[src/rtl/spi_flash_responder_if.sv]
// SPI and memory-port bundle for spi_flash_responder.
//   SPI:    i_SCK, i_CS (active low), i_MOSI in; o_MISO, o_MISO_OE out.
//   Memory: o_mem_addr, o_mem_rd out; i_mem_data in (valid 1 clk after o_mem_rd).
//   Status: o_busy out.
// slave modport is the responder's view; master modport is the bench/controller side.
interface spi_flash_responder_if #(
  parameter int unsigned ADDR_WIDTH = 12
);
  logic                  i_SCK;
  logic                  i_CS;
  logic                  i_MOSI;
  logic                  o_MISO;
  logic                  o_MISO_OE;
  logic [ADDR_WIDTH-1:0] o_mem_addr;
  logic                  o_mem_rd;
  logic [7:0]            i_mem_data;
  logic                  o_busy;

  modport slave (
    input  i_SCK, i_CS, i_MOSI, i_mem_data,
    output o_MISO, o_MISO_OE, o_mem_addr, o_mem_rd, o_busy
  );

  modport master (
    output i_SCK, i_CS, i_MOSI, i_mem_data,
    input  o_MISO, o_MISO_OE, o_mem_addr, o_mem_rd, o_busy
  );
endinterface

[src/rtl/spi_flash_responder.sv]
// SPI mode-0 serial-flash responder (READ 0x03, RDSR 0x05, RDID 0x9F) backed by a
// synchronous read-only memory port. All SPI pins are oversampled on clk.
// Ports:
//   clk   - system clock (internal oscillator)
//   reset - asynchronous active-low reset
//   bus   - spi_flash_responder_if.slave: SPI pins, memory read port, busy flag
module spi_flash_responder #(
  parameter int unsigned ADDR_WIDTH  = 12,
  parameter logic [23:0] JEDEC_ID    = 24'hEF4014,
  parameter logic [7:0]  STATUS_BYTE = 8'h00
) (
  input logic                   clk,
  input logic                   reset,
  spi_flash_responder_if.slave  bus
);

  // Only the low address bits matter, so the input shifter keeps just enough history
  // to form either the command byte or the truncated address.
  localparam int unsigned ShW = (ADDR_WIDTH > 8) ? ADDR_WIDTH - 1 : 7;

  typedef enum logic [2:0] {
    StIdle,
    StCmd,
    StAddr,
    StData,
    StStatus,
    StId,
    StIgnore
  } state_e;

  // Synchronizers and edge-detect history
  logic sck_s1_q, sck_s_q, sck_prev_q;
  logic cs_s1_q, cs_s_q, cs_prev_q;
  logic mosi_s1_q, mosi_s_q;

  state_e                state_q, state_d;
  logic [4:0]            bit_cnt_q, bit_cnt_d;
  logic [ShW-1:0]        shift_q, shift_d;
  logic [ShW:0]          shift_next;
  logic [7:0]            tx_q, tx_d;
  logic                  miso_q, miso_d;
  logic                  oe_q, oe_d;
  logic [ADDR_WIDTH-1:0] mem_addr_q, mem_addr_d;
  logic                  mem_rd_q, mem_rd_d;
  logic                  rd_dly_q, rd_dly_d;
  logic [1:0]            id_idx_q, id_idx_d;

  logic sck_rise, sck_fall, cs_fall;

  always_ff @(posedge clk or negedge reset) begin
    if (!reset) begin
      sck_s1_q   <= 1'b0;
      sck_s_q    <= 1'b0;
      sck_prev_q <= 1'b0;
      cs_s1_q    <= 1'b0;
      cs_s_q     <= 1'b0;
      cs_prev_q  <= 1'b0;
      mosi_s1_q  <= 1'b0;
      mosi_s_q   <= 1'b0;
    end else begin
      sck_s1_q   <= bus.i_SCK;
      sck_s_q    <= sck_s1_q;
      sck_prev_q <= sck_s_q;
      cs_s1_q    <= bus.i_CS;
      cs_s_q     <= cs_s1_q;
      cs_prev_q  <= cs_s_q;
      mosi_s1_q  <= bus.i_MOSI;
      mosi_s_q   <= mosi_s1_q;
    end
  end

  assign sck_rise   = sck_s_q & ~sck_prev_q;
  assign sck_fall   = ~sck_s_q & sck_prev_q;
  // A real falling edge is required; synchronizers come out of reset at 0, which must
  // not look like a select.
  assign cs_fall    = cs_prev_q & ~cs_s_q;
  assign shift_next = {shift_q, mosi_s_q};

  always_ff @(posedge clk or negedge reset) begin
    if (!reset) begin
      state_q    <= StIdle;
      bit_cnt_q  <= '0;
      shift_q    <= '0;
      tx_q       <= '0;
      miso_q     <= 1'b0;
      oe_q       <= 1'b0;
      mem_addr_q <= '0;
      mem_rd_q   <= 1'b0;
      rd_dly_q   <= 1'b0;
      id_idx_q   <= '0;
    end else begin
      state_q    <= state_d;
      bit_cnt_q  <= bit_cnt_d;
      shift_q    <= shift_d;
      tx_q       <= tx_d;
      miso_q     <= miso_d;
      oe_q       <= oe_d;
      mem_addr_q <= mem_addr_d;
      mem_rd_q   <= mem_rd_d;
      rd_dly_q   <= rd_dly_d;
      id_idx_q   <= id_idx_d;
    end
  end

  always_comb begin
    state_d    = state_q;
    bit_cnt_d  = bit_cnt_q;
    shift_d    = shift_q;
    tx_d       = tx_q;
    miso_d     = miso_q;
    oe_d       = oe_q;
    mem_addr_d = mem_addr_q;
    mem_rd_d   = 1'b0;
    rd_dly_d   = mem_rd_q;
    id_idx_d   = id_idx_q;

    // CS release beats any SCK edge seen in the same clk.
    if (state_q != StIdle && cs_s_q) begin
      state_d   = StIdle;
      bit_cnt_d = '0;
      shift_d   = '0;
      miso_d    = 1'b0;
      oe_d      = 1'b0;
    end else begin
      unique case (state_q)
        StIdle: begin
          if (cs_fall) begin
            state_d   = StCmd;
            bit_cnt_d = '0;
          end
        end

        StCmd: begin
          if (sck_rise) begin
            shift_d = shift_next[ShW-1:0];
            if (bit_cnt_q == 5'd7) begin
              bit_cnt_d = '0;
              case (shift_next[7:0])
                8'h03: state_d = StAddr;
                8'h05: begin
                  state_d = StStatus;
                  tx_d    = STATUS_BYTE;
                end
                8'h9F: begin
                  state_d  = StId;
                  tx_d     = JEDEC_ID[23:16];
                  id_idx_d = 2'd0;
                end
                default: state_d = StIgnore;
              endcase
            end else begin
              bit_cnt_d = bit_cnt_q + 5'd1;
            end
          end
        end

        StAddr: begin
          if (sck_rise) begin
            shift_d = shift_next[ShW-1:0];
            if (bit_cnt_q == 5'd23) begin
              bit_cnt_d  = '0;
              mem_addr_d = shift_next[ADDR_WIDTH-1:0];
              mem_rd_d   = 1'b1;
              state_d    = StData;
            end else begin
              bit_cnt_d = bit_cnt_q + 5'd1;
            end
          end
        end

        StData, StStatus, StId: begin
          if (sck_fall) begin
            miso_d = tx_q[7];
            tx_d   = {tx_q[6:0], 1'b0};
            oe_d   = 1'b1;
          end
          if (sck_rise) begin
            if (bit_cnt_q[2:0] == 3'd7) begin
              // Bit 0 of the current byte just completed: set up the next byte.
              bit_cnt_d = '0;
              if (state_q == StData) begin
                mem_addr_d = mem_addr_q + 1'b1;
                mem_rd_d   = 1'b1;
              end else if (state_q == StStatus) begin
                tx_d = STATUS_BYTE;
              end else begin
                case (id_idx_q)
                  2'd0:    tx_d = JEDEC_ID[15:8];
                  2'd1:    tx_d = JEDEC_ID[7:0];
                  default: tx_d = 8'h00;
                endcase
                if (id_idx_q != 2'd3) begin
                  id_idx_d = id_idx_q + 2'd1;
                end
              end
            end else begin
              bit_cnt_d = bit_cnt_q + 5'd1;
            end
          end
          // Memory data lands one clk after the read strobe; SCK phase limits keep this
          // clear of the next fall.
          if (state_q == StData && rd_dly_q) begin
            tx_d = bus.i_mem_data;
          end
        end

        StIgnore: begin
          oe_d = 1'b0;
        end

        default: state_d = StIdle;
      endcase
    end
  end

  assign bus.o_MISO     = miso_q;
  assign bus.o_MISO_OE  = oe_q;
  assign bus.o_mem_addr = mem_addr_q;
  assign bus.o_mem_rd   = mem_rd_q;
  assign bus.o_busy     = (state_q != StIdle);

endmodule

[src/flat_wrapper.sv]
// flat-port wrapper written by rule: the top's interface ports become plain ports
module spi_flash_responder_flat 
#(
  parameter int unsigned ADDR_WIDTH  = 12,
  parameter logic [23:0] JEDEC_ID    = 24'hEF4014,
  parameter logic [7:0]  STATUS_BYTE = 8'h00
)
  (clk, reset, bus_i_SCK, bus_i_CS, bus_i_MOSI, bus_i_mem_data, bus_o_MISO, bus_o_MISO_OE, bus_o_mem_addr, bus_o_mem_rd, bus_o_busy);
  spi_flash_responder_if #(.ADDR_WIDTH(ADDR_WIDTH)) bus_i ();
  input logic clk;
  input logic reset;
  input wire logic [$bits(bus_i.i_SCK)-1:0] bus_i_SCK;
  input wire logic [$bits(bus_i.i_CS)-1:0] bus_i_CS;
  input wire logic [$bits(bus_i.i_MOSI)-1:0] bus_i_MOSI;
  input wire logic [$bits(bus_i.i_mem_data)-1:0] bus_i_mem_data;
  output wire logic [$bits(bus_i.o_MISO)-1:0] bus_o_MISO;
  output wire logic [$bits(bus_i.o_MISO_OE)-1:0] bus_o_MISO_OE;
  output wire logic [$bits(bus_i.o_mem_addr)-1:0] bus_o_mem_addr;
  output wire logic [$bits(bus_i.o_mem_rd)-1:0] bus_o_mem_rd;
  output wire logic [$bits(bus_i.o_busy)-1:0] bus_o_busy;
  assign bus_i.i_SCK = bus_i_SCK;
  assign bus_i.i_CS = bus_i_CS;
  assign bus_i.i_MOSI = bus_i_MOSI;
  assign bus_i.i_mem_data = bus_i_mem_data;
  assign bus_o_MISO = bus_i.o_MISO;
  assign bus_o_MISO_OE = bus_i.o_MISO_OE;
  assign bus_o_mem_addr = bus_i.o_mem_addr;
  assign bus_o_mem_rd = bus_i.o_mem_rd;
  assign bus_o_busy = bus_i.o_busy;
  spi_flash_responder #(.ADDR_WIDTH(ADDR_WIDTH), .JEDEC_ID(JEDEC_ID), .STATUS_BYTE(STATUS_BYTE)) u_core (.clk(clk), .reset(reset), .bus(bus_i));
endmodule
[config.mk]
export PLATFORM = sky130hd
export DESIGN_NAME = spi_flash_responder_flat
export DESIGN_NICKNAME = d
export VERILOG_FILES = /design/src/rtl/spi_flash_responder_if.sv /design/src/rtl/spi_flash_responder.sv /design/src/flat_wrapper.sv
export SDC_FILE = /design/constraint.sdc
export NUM_CORES = 1
export LEC_CHECK = 0
export CAP_MARGIN = 10
export CORE_ASPECT_RATIO = 0.75
export CORE_UTILIZATION = 30
export DETAILED_ROUTE_END_ITERATION = 10
export PLACE_DENSITY = 0.58
export SYNTH_ARGS = -nofsm -noshare
export SYNTH_HDL_FRONTEND = slang
export SYNTH_SLANG_ARGS = --single-unit
[constraint.sdc]
create_clock -name clk -period 2.6 [get_ports clk]
set_input_delay 0.52 -clock clk [delete_from_list [all_inputs] [get_ports clk]]
set_output_delay 0.52 -clock clk [all_outputs]
set_load 0.03 [all_outputs]
# ---- After elaboration in Yosys (flattened, before gate mapping)
# Index checks and enable logic that the tools add are counted.
dict set report classes {
  muxes 59
  eq_ne 34
  bitwise_logic 7
  addsub 3
  reduce_logical 24
}
# op count
set ops {}
lappend ops {{two-way mux 8 bit} 8}
lappend ops {{two-way mux 12 bit} 5}
lappend ops {{two-way mux 5 bit} 8}
lappend ops {{two-way mux 11 bit} 3}
lappend ops {{one-hot mux 8 bit (2 select lines)} 2}
lappend ops {{one-hot mux 12 bit (2 select lines)} 1}
lappend ops {{inequality test 3 x 1 -> 1 bit (second input constant)} 7}
lappend ops {{one-hot mux 5 bit (4 select lines)} 1}
lappend ops {{two-way mux 3 bit} 6}
lappend ops {{inequality test 2 x 1 -> 1 bit (second input constant)} 9}
lappend ops {{two-way mux 2 bit} 8}
lappend ops {{one-hot mux 7 bit (2 select lines)} 1}
lappend ops {{adder 12 x 1 -> 12 bit (second input constant)} 1}
lappend ops {{== test 3 bit (second input constant)} 4}
lappend ops {{one-hot mux 3 bit (4 select lines)} 1}
lappend ops {{nonzero test 2 bit} 6}
lappend ops {{two-way mux 1 bit} 11}
lappend ops {{AND reduction 10 bit} 1}
lappend ops {{AND reduction 5 bit} 2}
lappend ops {{one-hot mux 3 bit (3 select lines)} 1}
lappend ops {{== test 8 x 2 -> 1 bit (second input constant)} 1}
lappend ops {{== test 8 x 3 -> 1 bit (second input constant)} 1}
lappend ops {{== test 8 bit (second input constant)} 1}
lappend ops {{inequality test 2 bit (second input constant)} 4}
lappend ops {{23 further kinds} 34}
dict set report word_totals {
  in_bits 13
  reg_bits 53
  word_cells 145
  output_inout_bits 16
}

# ---- Logic depth before layout (Yosys ltp)
dict set report depth {
  word_depth 8
  depth_mapped 8
  mapped_depth_nobuf 7
}

# ---- Least setup slack after synthesis
# No wires, ideal clock.
dict set report synth_timing {
  path_kind {reg-to-reg}
  start {register u_core.bit_cnt_q[0]}
  end {register u_core.tx_q[1]}
  period_less_slack_ns 2.036
  stages_incl_launch_ff 8
  n_path_buf 1
  path_slack_ns 0.564
  t_required_ns 2.473
  setup_time_ns 0.127
  t_arrival_ns 1.909
  cell_sequence {dfrtp_1 > ha_1 > nand4b_1 > or3_1 > a221oi_2 > and2_1 > buf_4 > mux2_1}
}
dict set report synth_between {
  elab_chain_len 5
  word_cells_on_any_way 8
  classes_between {eq/ne: 3; mux: 4; reduce/logical: 1}
}
# element line_no
set synth_rtl {}
lappend synth_rtl {{from (decl)} spi_flash_responder.sv:37} ;# logic [4:0] bit_cnt_q, bit_cnt_d;
lappend synth_rtl {{from (signal assigned)} spi_flash_responder.sv:93} ;# bit_cnt_q <= bit_cnt_d;
lappend synth_rtl {{== test 3 bit} spi_flash_responder.sv:178} ;# if (bit_cnt_q[2:0] == 3'd7) begin
lappend synth_rtl {{two-way mux 8 bit} spi_flash_responder.sv:178}
lappend synth_rtl {{two-way mux 8 bit} spi_flash_responder.sv:177} ;# if (sck_rise) begin
lappend synth_rtl {{two-way mux 8 bit} spi_flash_responder.sv:202} ;# if (state_q == StData && rd_dly_q) begin
lappend synth_rtl {{one-hot mux 8 bit (2 select lines)} spi_flash_responder.sv:125} ;# unique case (state_q)
lappend synth_rtl {{to (signal assigned)} spi_flash_responder.sv:95} ;# tx_q <= tx_d;
lappend synth_rtl {{to (decl)} spi_flash_responder.sv:40} ;# logic [7:0] tx_q, tx_d;
# Parallel ways exist; a longest one is shown, timed or not.
# A chain may end at the register's enable or synchronous reset.

# ---- Final worst setup path
dict set report layout_timing {
  start {register u_core.state_q[1]}
  end {output port bus_o_busy}
}
dict set report layout_between {
  elab_chain_len 1
}
# element line_no
set layout_rtl {}
lappend layout_rtl {{from (decl)} spi_flash_responder.sv:36} ;# state_e state_q, state_d;
lappend layout_rtl {{from (signal assigned)} spi_flash_responder.sv:81} ;# state_q <= StIdle;
lappend layout_rtl {{from (signal assigned)} spi_flash_responder.sv:92} ;# state_q <= state_d;
lappend layout_rtl {{nonzero test 3 bit} spi_flash_responder.sv:220} ;# assign bus.o_busy = (state_q != StIdle);
lappend layout_rtl {{to (decl)} flat_wrapper.sv:20} ;# output wire logic [$bits(bus_i.o_busy)-1:0] bus_o_busy;
# No other way between the ends.

==> impl_metrics.ini <==
[status]
outcome = finished clean

[drt]
antenna_left = 0
vias_per_cell = 5.41
vias = 2591
avgRoutedWirePerCell_um = 15.5
wirelength_um = 7430
drc = 0
drt_iter0_markers = 226
drtPass1Iterations = 5

[finish]
drive_above_1_share_pct = 10.4
nFillCells = 980
num_antenna_cells = 0
fin_util_pct = 37.4
syn_to_final_growth_pct = 20.8
layout.nets = 365

[logic_synthesis]
synth_nets = 335
yosys.area.top_type = dfrtp_1
synth_edf_count = 0
syn_avg_cell_area_um2 = 9.51
synth-seq-cells = 53
synth_commonest_cells = dfrtp_1, nand2_1, a21oi_1
ys_types = 60
async_flop_share_pct = 100
ys_seq_area_share_pct = 44.1
yosys_warnings = 0
synth_top_area_share_pct = 44.1
synth_cells = 316
synthTopCellsByArea = dfrtp_1, nand2_1, a22o_1, a21oi_1, nand3_1
synth_flop_cell = dfrtp_1
synth.most_common_cell = dfrtp_1
syn_area_um2 = 3000

[grt]
antenna_found_initial = 0
track_usage_pct = 15.4
grt_max_degree = 35
grt_pass1_wl_um = 12600
grt_pass1_vias = 2368
overflow = 0

[power_and_ir_drop]
p_int_w = 0.00174
clkPwrFrac_pct = 28.3
p_seq_share_pct = 36.5
power_density_nw_per_um2 = 752
leakage_nw = 1.53
power_switching_w = 0.000992
ir_drop_v = 0.000318
power_w = 0.00273
swShare_pct = 36.3
combPwrFrac_pct = 35.2

[floorplan]
rows = 31
pin_count = 29
fp.dieW_um = 118
die_area_um2 = 10400
core_area_um2 = 9700
initial_utilization_pct = 31.0
fp.dieH_um = 88.7

[critical_path]
startpoint_type = register
worstPathMaxFanout = 14
slowest_delay_ps = 610
cpLargestDelayFamily = buffers and inverters
crit_arrival_ps = 1880
cp_cell_sequence = or3_1 -> clkdlybuf4s50_1
crit_type = reg -> out
worst_path_max_delay_cell = clkdlybuf4s50_1
end_kind = output pin
required_ps = 2080
cp.buffers_inverters = 1

[timing]
finClkSkew_ps = 4.17
max_clock_freq_mhz = 417
layout_min_cycle_time_ps = 2400
finalHoldViolCount = 0
finalCritPeriodShare_pct = 92.2
rsz0062_at_grt = no
slew_headroom_pct = 47.1
tightest_slew_ps = 793
timing.hold.ws_ps = 303
finalMaxSlewViolations = 0
tns_ps = 0
fin_ws_ps = 203
setup_violations = 0

[cts]
cts_hold_buf = 0
clock_path_buffers = 2
post_cts_buffers = 0
cts.root.buffer_cell = clkbuf_16
numCtsBuffers = 5
clkTransAtPathRegs_ps = 70
clock_latency_ps = 300
clock_sinks = 53
htreeDepth = 2
ctsResizeCount = 0
cts_tree = yes

[place]
pre_cts_ws_ps = 272
dp_hpwl_um = 5370
place.gp.congestion = 0.838
port_buffers = 28

[run]
maxCapViolCount = 0

[hold_path]
min_path_type = in -> async
==> worst register-to-register path, delay by kind of cell, from the launching register on <==
family	cells	cell delay, ps
AO/OA/AOI/OAI	1	320
adder cells (fa/ha/maj)	1	260
AND/OR/NAND/NOR	3	900
multiplexers	1	360
flip-flops	1	410
==> placed cells by master, fill, tap and decap left out, types with 2 or more instances in the layout <==
| master | count |
|---|---|
| a31oi_1 | 5 |
| or4_1 | 2 |
| or3_1 | 4 |
| a21o_1 | 2 |
| nand2b_1 | 6 |
| a22oi_1 | 2 |
| ha_1 | 6 |
| a2bb2oi_1 | 5 |
| a21oi_1 | 19 |
| nand2_1 | 33 |
| o21ai_0 | 16 |
| inv_1 | 12 |
| o22ai_1 | 7 |
| nor2b_1 | 4 |
| nor3_1 | 5 |
| dfrtp_1 | 53 |
| and3_1 | 3 |
| nor3b_1 | 2 |
| clkbuf_16 | 5 |
| mux2_2 | 6 |
| a22o_1 | 14 |
| buf_4 | 15 |
| xor2_1 | 2 |
| o211ai_1 | 6 |
| mux2i_1 | 5 |
| clkdlybuf4s50_1 | 27 |
| mux2_1 | 5 |
| nor2_1 | 15 |
| nor4_1 | 2 |
| nand3_1 | 17 |
| and4b_1 | 2 |
| nand4_1 | 3 |
| a221oi_1 | 3 |
| and2_1 | 3 |
| a221oi_2 | 2 |
==> metal layers <==
| metal | share of wire (%) | global-route usage [%] | routed length, um | vias to the layer above |
|---|---|---|---|---|
| li1 | - | - | - | 1243 |
| met1 | 55 | 24.0 | 4080 | 1273 |
| met2 | 40 | 21.2 | 2940 | 67 |
| met3 | 4.5 | 2.64 | 334 | 8 |
| met4 | 1.0 | 4.31 | 76 | 0 |
| met5 | 0 | 0 | 0 | - |
==> final timing paths <==
path / cells past startpoint / slack [ps] / to / from
max: 2 / 200 / bus_o_busy / u_core.state_q[1]
min: 1 / 300 / u_core.shift_q[7] / reset
max reg2reg: 6 / 230 / u_core.tx_q[5] / u_core.bit_cnt_q[0]
min reg2reg: 0 / 350 / u_core.sck_s_q / u_core.sck_s1_q
max in group asynchronous: 2 / 1630 / u_core.bus.o_mem_addr[0] / reset
min in group clk: 0 / 350 / u_core.sck_s_q / u_core.sck_s1_q
==> state kept, by name, summed over array words and instances, names as in the netlist <==
name and count:
u_core.rd_dly_q 1, u_core.cs_prev_q 1, u_core.cs_s_q 1, u_core.shift_q 11
u_core.bit_cnt_q 5, u_core.bus.o_mem_addr 12, u_core.tx_q 8, u_core.state_q 3
u_core.mosi_s1_q 1, u_core.sck_prev_q 1, u_core.sck_s1_q 1, u_core.bus.o_MISO_OE 1
u_core.bus.o_MISO 1, u_core.sck_s_q 1, u_core.mosi_s_q 1, u_core.id_idx_q 2
u_core.bus.o_mem_rd 1, u_core.cs_s1_q 1
==> kinds of logic (layout without fill, tap and decap cells) <==
| group | count (synthesis) | in the layout | synth area share, % |
|---|---|---|---|
| AND/OR/NAND/NOR | 110 | 110 | 19.0 |
| adder cells (fa/ha/maj) | 6 | 6 | 2.50 |
| flip-flops | 53 | 53 | 44.1 |
| buffers and inverters | 32 | 63 | 4.83 |
| XOR/XNOR | 2 | 2 | 0.583 |
| AO/OA/AOI/OAI | 97 | 97 | 23.2 |
| multiplexers | 16 | 16 | 5.79 |
==> power by group through the flow <==
stage               clock [W]  combinational, W  sequential (W)
floorplan                   0          0.000711        0.000969
global placement            0          0.000948         0.00101
detailed placement          0          0.000944         0.00101
CTS                  0.000792          0.000956        0.000994
global route         0.000820           0.00108         0.00101
finish               0.000772          0.000961        0.000996
==> layout make-up <==
class,count,area [um^2],area share (%)
well taps,132,165,4.55
flip-flops and latches,53,1330,36.6
multi-input cells,231,1530,42.2
clock inverters,3,46.3,1.28
repair buffers,43,388,10.7
inverters,12,45.0,1.24
clock buffers,5,125,3.45
==> stage by stage <==
stage                     instance area, um^2  instances
after floorplan                          3000        316
after global placement                   3460        471
after detailed placement                 3460        471
after CTS                                3630        479
after global routing                     3630        479
final                                    3630        479
Note: power is estimated with default switching activity, not from simulation.
